==> src/rtl/vq_encoder.sv <==
// vq_encoder: vector-quantisation encoder.
// Loads a 64-entry RGB codebook, then maps each source pixel to the index of
// its nearest codeword (Manhattan distance, ties to lowest index) and writes
// one tag word per pixel into the tag RAM.
// Ports:
//   clk, rst        clock, asynchronous active-low reset
//   start           run request (sampled in IDLE and DONE only)
//   RAM1_Q/A/OE     codebook RAM read port
//   RAM0_Q/A/OE     source pixel RAM read port
//   RAM2_D/A/WE     tag RAM write port
//   busy, done      run status
module vq_encoder #(
    parameter int unsigned N_PIXEL = 262144
) (
    input  logic        clk,
    input  logic        rst,
    input  logic        start,
    input  logic [23:0] RAM1_Q,
    output logic [19:0] RAM1_A,
    output logic        RAM1_OE,
    input  logic [23:0] RAM0_Q,
    output logic [19:0] RAM0_A,
    output logic        RAM0_OE,
    output logic [23:0] RAM2_D,
    output logic [19:0] RAM2_A,
    output logic        RAM2_WE,
    output logic        busy,
    output logic        done
);

    localparam int unsigned AW    = 20;
    localparam int unsigned DW    = 24;
    localparam int unsigned CB_N  = 64;
    localparam int unsigned IDXW  = 6;
    localparam int unsigned DISTW = 10;
    localparam int unsigned CNTW  = 7;

    localparam logic [2:0] S_IDLE    = 3'd0;
    localparam logic [2:0] S_LOAD_CB = 3'd1;
    localparam logic [2:0] S_FETCH   = 3'd2;
    localparam logic [2:0] S_LATCH   = 3'd3;
    localparam logic [2:0] S_SEARCH  = 3'd4;
    localparam logic [2:0] S_WRITE   = 3'd5;
    localparam logic [2:0] S_DONE    = 3'd6;

    localparam logic [AW-1:0]   LAST_P   = AW'(N_PIXEL - 1);
    localparam logic [CNTW-1:0] LOAD_END = CNTW'(CB_N);
    localparam logic [CNTW-1:0] SRCH_END = CNTW'(CB_N - 1);

    logic [2:0]       state_q, state_d;
    logic [CNTW-1:0]  cnt_q, cnt_d;
    logic [AW-1:0]    p_q, p_d;
    logic [DISTW-1:0] best_d_q, best_d_d;
    logic [IDXW-1:0]  best_idx_q, best_idx_d;

    logic [DW-1:0]    cb_q [CB_N];
    logic [DW-1:0]    pix_q;

    logic [AW-1:0]    ram1_a_q, ram1_a_d;
    logic             ram1_oe_q, ram1_oe_d;
    logic [AW-1:0]    ram0_a_q, ram0_a_d;
    logic             ram0_oe_q, ram0_oe_d;
    logic [DW-1:0]    ram2_d_q, ram2_d_d;
    logic [AW-1:0]    ram2_a_q, ram2_a_d;
    logic             ram2_we_q, ram2_we_d;
    logic             busy_q, busy_d;
    logic             done_q, done_d;

    logic [DW-1:0]    cb_k_c;
    logic [DISTW-1:0] dist_c;

    function automatic logic [7:0] abs_diff(input logic [7:0] a, input logic [7:0] b);
        return (a > b) ? (a - b) : (b - a);
    endfunction

    // Manhattan distance between the latched pixel and the codeword under test
    always_comb begin
        cb_k_c = cb_q[cnt_q[IDXW-1:0]];
        dist_c = DISTW'(abs_diff(pix_q[23:16], cb_k_c[23:16]))
               + DISTW'(abs_diff(pix_q[15:8],  cb_k_c[15:8]))
               + DISTW'(abs_diff(pix_q[7:0],   cb_k_c[7:0]));
    end

    // Next-state logic; outputs are derived from the next state so they register in step
    always_comb begin
        state_d    = state_q;
        cnt_d      = cnt_q;
        p_d        = p_q;
        best_d_d   = best_d_q;
        best_idx_d = best_idx_q;

        case (state_q)
            S_IDLE, S_DONE: begin
                if (start) begin
                    state_d = S_LOAD_CB;
                    cnt_d   = '0;
                    p_d     = '0;
                end
            end
            S_LOAD_CB: begin
                if (cnt_q == LOAD_END) begin
                    state_d = S_FETCH;
                    cnt_d   = '0;
                end else begin
                    cnt_d = cnt_q + CNTW'(1);
                end
            end
            S_FETCH: state_d = S_LATCH;
            S_LATCH: begin
                state_d = S_SEARCH;
                cnt_d   = '0;
            end
            S_SEARCH: begin
                // first codeword loads unconditionally; strict < keeps the lowest index on ties
                if ((cnt_q == '0) || (dist_c < best_d_q)) begin
                    best_d_d   = dist_c;
                    best_idx_d = cnt_q[IDXW-1:0];
                end
                if (cnt_q == SRCH_END) begin
                    state_d = S_WRITE;
                    cnt_d   = '0;
                end else begin
                    cnt_d = cnt_q + CNTW'(1);
                end
            end
            S_WRITE: begin
                p_d     = p_q + AW'(1);
                state_d = (p_q == LAST_P) ? S_DONE : S_FETCH;
            end
            default: state_d = S_IDLE;
        endcase

        ram1_oe_d = (state_d == S_LOAD_CB) && (cnt_d < LOAD_END);
        ram1_a_d  = ram1_oe_d ? AW'(cnt_d) : '0;
        ram0_oe_d = (state_d == S_FETCH);
        ram0_a_d  = ram0_oe_d ? p_d : '0;
        ram2_we_d = (state_d == S_WRITE);
        ram2_a_d  = ram2_we_d ? p_d : '0;
        ram2_d_d  = ram2_we_d ? DW'(best_idx_d) : '0;
        busy_d    = (state_d != S_IDLE) && (state_d != S_DONE);
        done_d    = (state_d == S_DONE);
    end

    // Control state and registered outputs
    always_ff @(posedge clk or negedge rst) begin
        if (!rst) begin
            state_q    <= S_IDLE;
            cnt_q      <= '0;
            p_q        <= '0;
            best_d_q   <= '0;
            best_idx_q <= '0;
            ram1_a_q   <= '0;
            ram1_oe_q  <= 1'b0;
            ram0_a_q   <= '0;
            ram0_oe_q  <= 1'b0;
            ram2_d_q   <= '0;
            ram2_a_q   <= '0;
            ram2_we_q  <= 1'b0;
            busy_q     <= 1'b0;
            done_q     <= 1'b0;
        end else begin
            state_q    <= state_d;
            cnt_q      <= cnt_d;
            p_q        <= p_d;
            best_d_q   <= best_d_d;
            best_idx_q <= best_idx_d;
            ram1_a_q   <= ram1_a_d;
            ram1_oe_q  <= ram1_oe_d;
            ram0_a_q   <= ram0_a_d;
            ram0_oe_q  <= ram0_oe_d;
            ram2_d_q   <= ram2_d_d;
            ram2_a_q   <= ram2_a_d;
            ram2_we_q  <= ram2_we_d;
            busy_q     <= busy_d;
            done_q     <= done_d;
        end
    end

    // Codebook and pixel storage: unreset, always reloaded before use.
    // Read data for address k arrives during load cycle k+1.
    always_ff @(posedge clk) begin
        if ((state_q == S_LOAD_CB) && (cnt_q != '0)) begin
            cb_q[IDXW'(cnt_q - CNTW'(1))] <= RAM1_Q;
        end
        if (state_q == S_LATCH) begin
            pix_q <= RAM0_Q;
        end
    end

    assign RAM1_A  = ram1_a_q;
    assign RAM1_OE = ram1_oe_q;
    assign RAM0_A  = ram0_a_q;
    assign RAM0_OE = ram0_oe_q;
    assign RAM2_D  = ram2_d_q;
    assign RAM2_A  = ram2_a_q;
    assign RAM2_WE = ram2_we_q;
    assign busy    = busy_q;
    assign done    = done_q;

endmodule

==> config.mk <==
export PLATFORM = sky130hd
export DESIGN_NAME = vq_encoder
export DESIGN_NICKNAME = d
export VERILOG_FILES = /design/src/rtl/vq_encoder.sv
export SDC_FILE = /design/constraint.sdc
export NUM_CORES = 2
export LEC_CHECK = 0
export ABC_AREA = 1
export BUFFER_PORTS_ARGS = -buffer_cell sky130_fd_sc_hd__buf_2
export CORE_UTILIZATION = 53
export CTS_BUF_LIST = sky130_fd_sc_hd__clkbuf_16
export CTS_CLUSTER_DIAMETER = 50
export DETAILED_ROUTE_END_ITERATION = 10
export PLACE_DENSITY_LB_ADDON = 0.15
export REMOVE_ABC_BUFFERS = 1
export SYNTH_ARGS = -nofsm -noshare
export SYNTH_HDL_FRONTEND = slang
export SYNTH_SLANG_ARGS = --single-unit
==> constraint.sdc <==
create_clock -name clk -period 16.1 [get_ports clk]
set_input_delay 1.61 -clock clk [delete_from_list [all_inputs] [get_ports clk]]
set_output_delay 1.61 -clock clk [all_outputs]
set_load 0.01 [all_outputs]
# Word level (Yosys, flattened, before mapping)
# Memory sizes are Yosys's and may differ from the RTL's.
# Index checks and enable logic that the tools add are counted.
# word_totals
output_inout_bits,89
n_memories,1
reg_bits,128
ramBits,1536
in_bits,51
wordCells,78
# op_classes
n_reduce_logical,10
n_addsub,11
muxes,22
order_cmp,5
eq_ne,14
# mem_list
memory,words,word_bits,rd,rd_clocked_by_memory_dff,write_ports,line,rtl
cb_q,64,24,1,0,1,56,logic [DW-1:0] cb_q [CB_N];
# ops
op,n
two-way mux 20 bit,3
subtractor 8 bit,6
case mux 20 bit (2 select lines),1
two-way mux 7 bit,4
case mux 7 bit (4 select lines),1
greater-than comparator 8 bit,3
two-way mux 8 bit,3
"adder 20 x 1 -> 20 bit, second input constant",1
"== test 20 x 18 -> 1 bit, second input constant",1
two-way mux 6 bit,3
case mux 3 bit (6 select lines),1
"== test 3 bit, second input constant",5
two-way mux 3 bit,4
adder 9 x 8 -> 10 bit,1
< comparator 10 bit,1
adder 8 x 8 -> 9 bit,1
"== test 3 x 2 -> 1 bit, second input constant",3
"adder 7 x 1 -> 7 bit, second input constant",1
"== test 7 x 6 -> 1 bit, second input constant",1
"== test 7 bit, second input constant",1
zero test 7 bit,1
"< comparator 7 bit, second input constant",1
nonzero test 7 bit,1
"== test 3 x 1 -> 1 bit, second input constant",2
9 further kinds,12

# Depth between registers and ports, before layout
# An unclocked memory read counts as a cell.
# logic_depth
word_depth,10
mapped_depth,51
mapped_depth_nobuf,45

# Least setup slack after synthesis
# Ideal clock, no wire load.
# synth_path
kind,register to register
from,register cnt_q[0]
to,"register ram2_d_q[4], in the netlist RAM2_D[4]"
path_buffers,5
t_arrival_ns,5.846
path_stages_with_launch,48
setup_slack_ns,10.132
period_less_slack_ns,5.968
required_time_ns,15.979
path_cell_list,dfrtp_1 -> buf_6 -> inv_4 -> buf_6 -> buf_6 -> buf_4 -> nand2_1 -> nand2_1 -> nand2_1 -> o21ai_1 -> nand2_1 -> nand2_1 -> inv_1 -> nand2_1 -> nand2_1 -> nand2_1 -> inv_2 -> nand2_1 -> [... 12 more ...] -> ha_1 -> fa_1 -> nand4_1 -> nand3_1 -> or2_2 -> nand2_1 -> inv_1 -> ha_1 -> nand2_1 -> nor2_1 -> nand3_1 -> nand3_1 -> nand2_1 -> nand2_1 -> clkbuf_1 -> nand2_1 -> nand2_1 -> nor2_1
# synth_between
elab_chain_len,10
# synth_lines
item,line,rtl
start: declaration,51,"logic [CNTW-1:0] cnt_q, cnt_d;"
start signal: assignment,163,cnt_q <= cnt_d;
memory read (64 x 24 bit) (*),--,
subtractor 8 bit / greater-than comparator 8 bit (equally long branches),73,return (a > b) ? (a - b) : (b - a);
two-way mux 8 bit,73,
adder 8 x 8 -> 9 bit,80,"+ DISTW'(abs_diff(pix_q[15:8], cb_k_c[15:8]))"
adder 9 x 8 -> 10 bit (*),81,"+ DISTW'(abs_diff(pix_q[7:0], cb_k_c[7:0]));"
named net dist_c[7],70,logic [DISTW-1:0] dist_c;
< comparator 10 bit (*),115,if ((cnt_q == '0) || (dist_c < best_d_q)) begin
logical OR 1 bit (*),115,
two-way mux 6 bit (*),115,
two-way mux 6 bit (*),92,case (state_q)
two-way mux 6 bit (*),139,ram2_d_d = ram2_we_d ? DW'(best_idx_d) : '0;
named net ram2_d_d[4],63,"logic [DW-1:0] ram2_d_q, ram2_d_d;"
end signal: assignment,171,ram2_d_q <= ram2_d_d;
end: declaration,63,
# The timed path passes the listed nets; every way through them passes the cells marked *.
# A chain may end at the register's enable or synchronous reset.

# Worst setup path in the final report
# layout_path
from,register cnt_q[0]
to,register best_d_q[9]
# layout_between
elab_chain_len,8
# layout_lines
item,line,rtl
memory read (64 x 24 bit) (*),--,
subtractor 8 bit / greater-than comparator 8 bit (equally long branches),73,
two-way mux 8 bit,73,
adder 8 x 8 -> 9 bit,80,
adder 9 x 8 -> 10 bit (*),81,
named net dist_c[7],70,
< comparator 10 bit (*),115,
logical OR 1 bit (*),115,
AND reduction 2 bit (no source line) (*),--,
end signal: assignment,165,best_d_q <= best_d_d;
end: declaration,53,"logic [DISTW-1:0] best_d_q, best_d_d;"
# Marked as above.

==> flow_metrics.env <==
export IMPL_syn_area_um2=72900
export IMPL_cts_root_buf="clkbuf_16"
export IMPL_whs_ns=0.485
export IMPL_gp_congestion=0.917
export IMPL_tightest_slew_ns=1.06
export IMPL_antenna_cells=0
export IMPL_outcome="completed"
export IMPL_synthArstFlopShare_pct=6.25
export IMPL_fin_nets=7319
export IMPL_io_buffers=108
export IMPL_ff_latch_area_um2=49500
export IMPL_synth_avg_cell_area_um2=10.3
export IMPL_start_util_pct=53.6
export IMPL_synthSimpleGateAreaFrac_pct=21.6
export IMPL_slowest_delay_ns=0.88
export IMPL_drv_cap=0
export IMPL_postCtsHoldBufs=0
export IMPL_synth_common_cells="2,624 x nand2_1, 1,560 x edfxtp_1, 723 x nor2_1, 579 x inv_1, 550 x nand3_1"
export IMPL_nFillCells=11100
export IMPL_fin_crit_ns=9.50
export IMPL_slowest_stage="dfrtp_4"
export IMPL_yosysTopAreaCell="edfxtp_1"
export IMPL_ys_seq_area_share_pct=67.8
export IMPL_clk_path_buf_depth=3
export IMPL_vias_per_cell=5.48
export IMPL_grt_start_max_net_pins=185
export IMPL_cp_start_kind="register"
export IMPL_endpoint_kind="register"
export IMPL_crit_family="simple AND/OR/NAND/NOR gates"
export IMPL_yosys_warnings=0
export IMPL_finalHoldViolCount=0
export IMPL_final_setup_viol_count=0
export IMPL_synth_flop_cell="edfxtp_1"
export IMPL_crit_buf_inv=6
export IMPL_ctsResizeCount=0
export IMPL_synth_seq_cells=1664
export IMPL_area_growth_pct=10.8
export IMPL_syn_inst=7108
export IMPL_synth_top_family_by_area="simple AND/OR/NAND/NOR gates"
export IMPL_synth_fa_ha_area_share_pct=1.56
export IMPL_grt_pass1_vias=46300
export IMPL_max_freq_mhz=105
export IMPL_die_area_um2=139000
export IMPL_slew_viol_final=0
export IMPL_synth_xor_area_share_pct=0.444
export IMPL_rows=135
export IMPL_cts_tree="yes"
export IMPL_crit_start="cnt_q[0]$_DFF_PN0_"
export IMPL_synth_edf_count=1560
export IMPL_antenna_found_initial=6
export IMPL_cts_sinks=1664
export IMPL_numCtsBuffers=179
export IMPL_dr_total_vias=49900
export IMPL_drc=0
export IMPL_wirelength_mm=207
export IMPL_slew_limit_headroom_pct=29.4
export IMPL_dieHeight_um=373
export IMPL_hp_start="best_d_q[7]$_DFFE_PN0P_"
export IMPL_synth_top_area_share_pct=64.2
export IMPL_avgRoutedWirePerCell_um=22.7
export IMPL_dr_pass1_iters=8
export IMPL_grtUsageTotal_pct=29.7
export IMPL_synth_most_common_cell="nand2_1"
export IMPL_hold_path_class="reg -> reg"
export IMPL_synth_mux_area_share_pct=0
export IMPL_fp_coreArea_um2=136000
export IMPL_arrival_ns=10.17
export IMPL_placed_cells=8786
export IMPL_clk_pin_slew_worst_paths_ns=0.06
export IMPL_r2r_start="cnt_q[0]$_DFF_PN0_"
export IMPL_synth_compound_area_share_pct=2.87
export IMPL_grt_pass1_wl_mm=305
export IMPL_drive_gt1_share_pct=8.20
export IMPL_worstPathMaxFanout=182
export IMPL_io_pins=140
export IMPL_overflow=0
export IMPL_dr_first_iter_drc_count=6261
export IMPL_path_common_cell="nand2_1"
export IMPL_worstPathRequired_ns=16.77
export IMPL_h_tree_depth=4
export IMPL_instances_no_fill=9118
export IMPL_multi_input_area_um2=19600
export IMPL_post_route_period_util_pct=59.0
export IMPL_yosys_top_cells_area="edfxtp_1 64%, nand2_1 14%, nand3_1 3.8%"
export IMPL_postRouteAntennaNets=0
export IMPL_die_w_um=373
export IMPL_fin_tns_setup_ns=0
export IMPL_finClkSkew_ns=0.0394
export IMPL_dp_hpwl_mm=114
export IMPL_ys_types=43
export IMPL_rsz0062_at_grt="no"
export IMPL_cts_setup_buffers=0
export IMPL_crit_type="reg -> reg"
export IMPL_insertion_delay_ns=0.83
path summary, 6_finish.rpt:
kind	end	slack (ns)	depth (start not counted)
max in group asynchronous	cnt_q[2]$_DFF_PN0_	14.09	2
min in group asynchronous	RAM1_A[6]$_DFF_PN0_	0.85	1
hold / removal	best_d_q[7]$_DFFE_PN0P_	0.49	2
setup / recovery	best_d_q[9]$_DFFE_PN0P_	6.60	37
setup reg to reg	best_d_q[9]$_DFFE_PN0P_	6.60	37
hold reg to reg	best_d_q[7]$_DFFE_PN0P_	0.49	2
placed cells by master (no fill, tap or decap), types with 100 or more instances in the layout:
cell,instances
nand2_1,2624
edfxtp_1,1560
nor2_1,659
inv_1,614
nand3_1,550
o21ai_0,272
clkbuf_16,180
buf_4,121
buf_2,107
dfrtp_1,100
per-layer routing:
metal	share of wire [%]	track usage (%)	vias up
li1	-	-	23400
met1	43	43.5	23900
met2	45	45.4	2326
met3	9.6	5.21	298
met4	2.8	8.76	4
met5	0.013	0	-
area by class of cell:
| class | count | area share, % |
|---|---|---|
| Sequential cell | 1664 | 61.2 |
| Inverter | 599 | 2.82 |
| Clock buffer | 180 | 5.57 |
| Timing Repair Buffer | 235 | 1.96 |
| Multi-Input combinational cell | 4507 | 24.2 |
| Tap cell | 1781 | 2.76 |
| Clock inverter | 152 | 1.50 |
cells by family (layout without fill, tap and decap cells):
logic type / Yosys count / after routing
flip-flops: 1664 / 1664
other: 1 / 32
AND/OR/NAND/NOR: 3953 / 3953
AO/OA/AOI/OAI: 403 / 403
adder cells (fa/ha/maj): 82 / 82
buffers and inverters: 968 / 1166
XOR/XNOR: 37 / 37
flip-flops by register name, summed over array words and instances, names as in the netlist:
name	flops
RAM0_A	20
RAM0_OE	1
RAM1_A	7
RAM1_OE	1
RAM2_A	20
RAM2_D	6
RAM2_WE	1
best_d_q	10
best_idx_q	6
busy	1
cb_q	1536
cnt_q	7
done	1
p_q	20
pix_q	24
state_q	3
worst reg2reg max path, delay by kind of cell, from the launching register on:
family | cells | cell delay, ns
flip-flops | 1 | 0.88
AO/OA/AOI/OAI | 2 | 0.27
adder cells (fa/ha/maj) | 5 | 1.90
AND/OR/NAND/NOR | 24 | 3.30
buffers and inverters | 6 | 3.01
stage by stage:
| stage | cell area, um2 | utilization (%) | setup slack (ns) |
|---|---|---|---|
| 6_report | 80800 | 59.4 | 6.60 |
| 5_1_grt | 80800 | 59.4 | 5.83 |
| 4_1_cts | 80800 | 59.4 | 6.63 |
| 3_5_place_dp | 75100 | 55.2 | 6.64 |
| 3_3_place_gp | 75100 | 55.2 | 6.68 |
| 2_1_floorplan | 71100 | - | -15.47 |
Power is not shown: default switching activity piles up to over one toggle a cycle in this logic, so the estimate is an artifact.
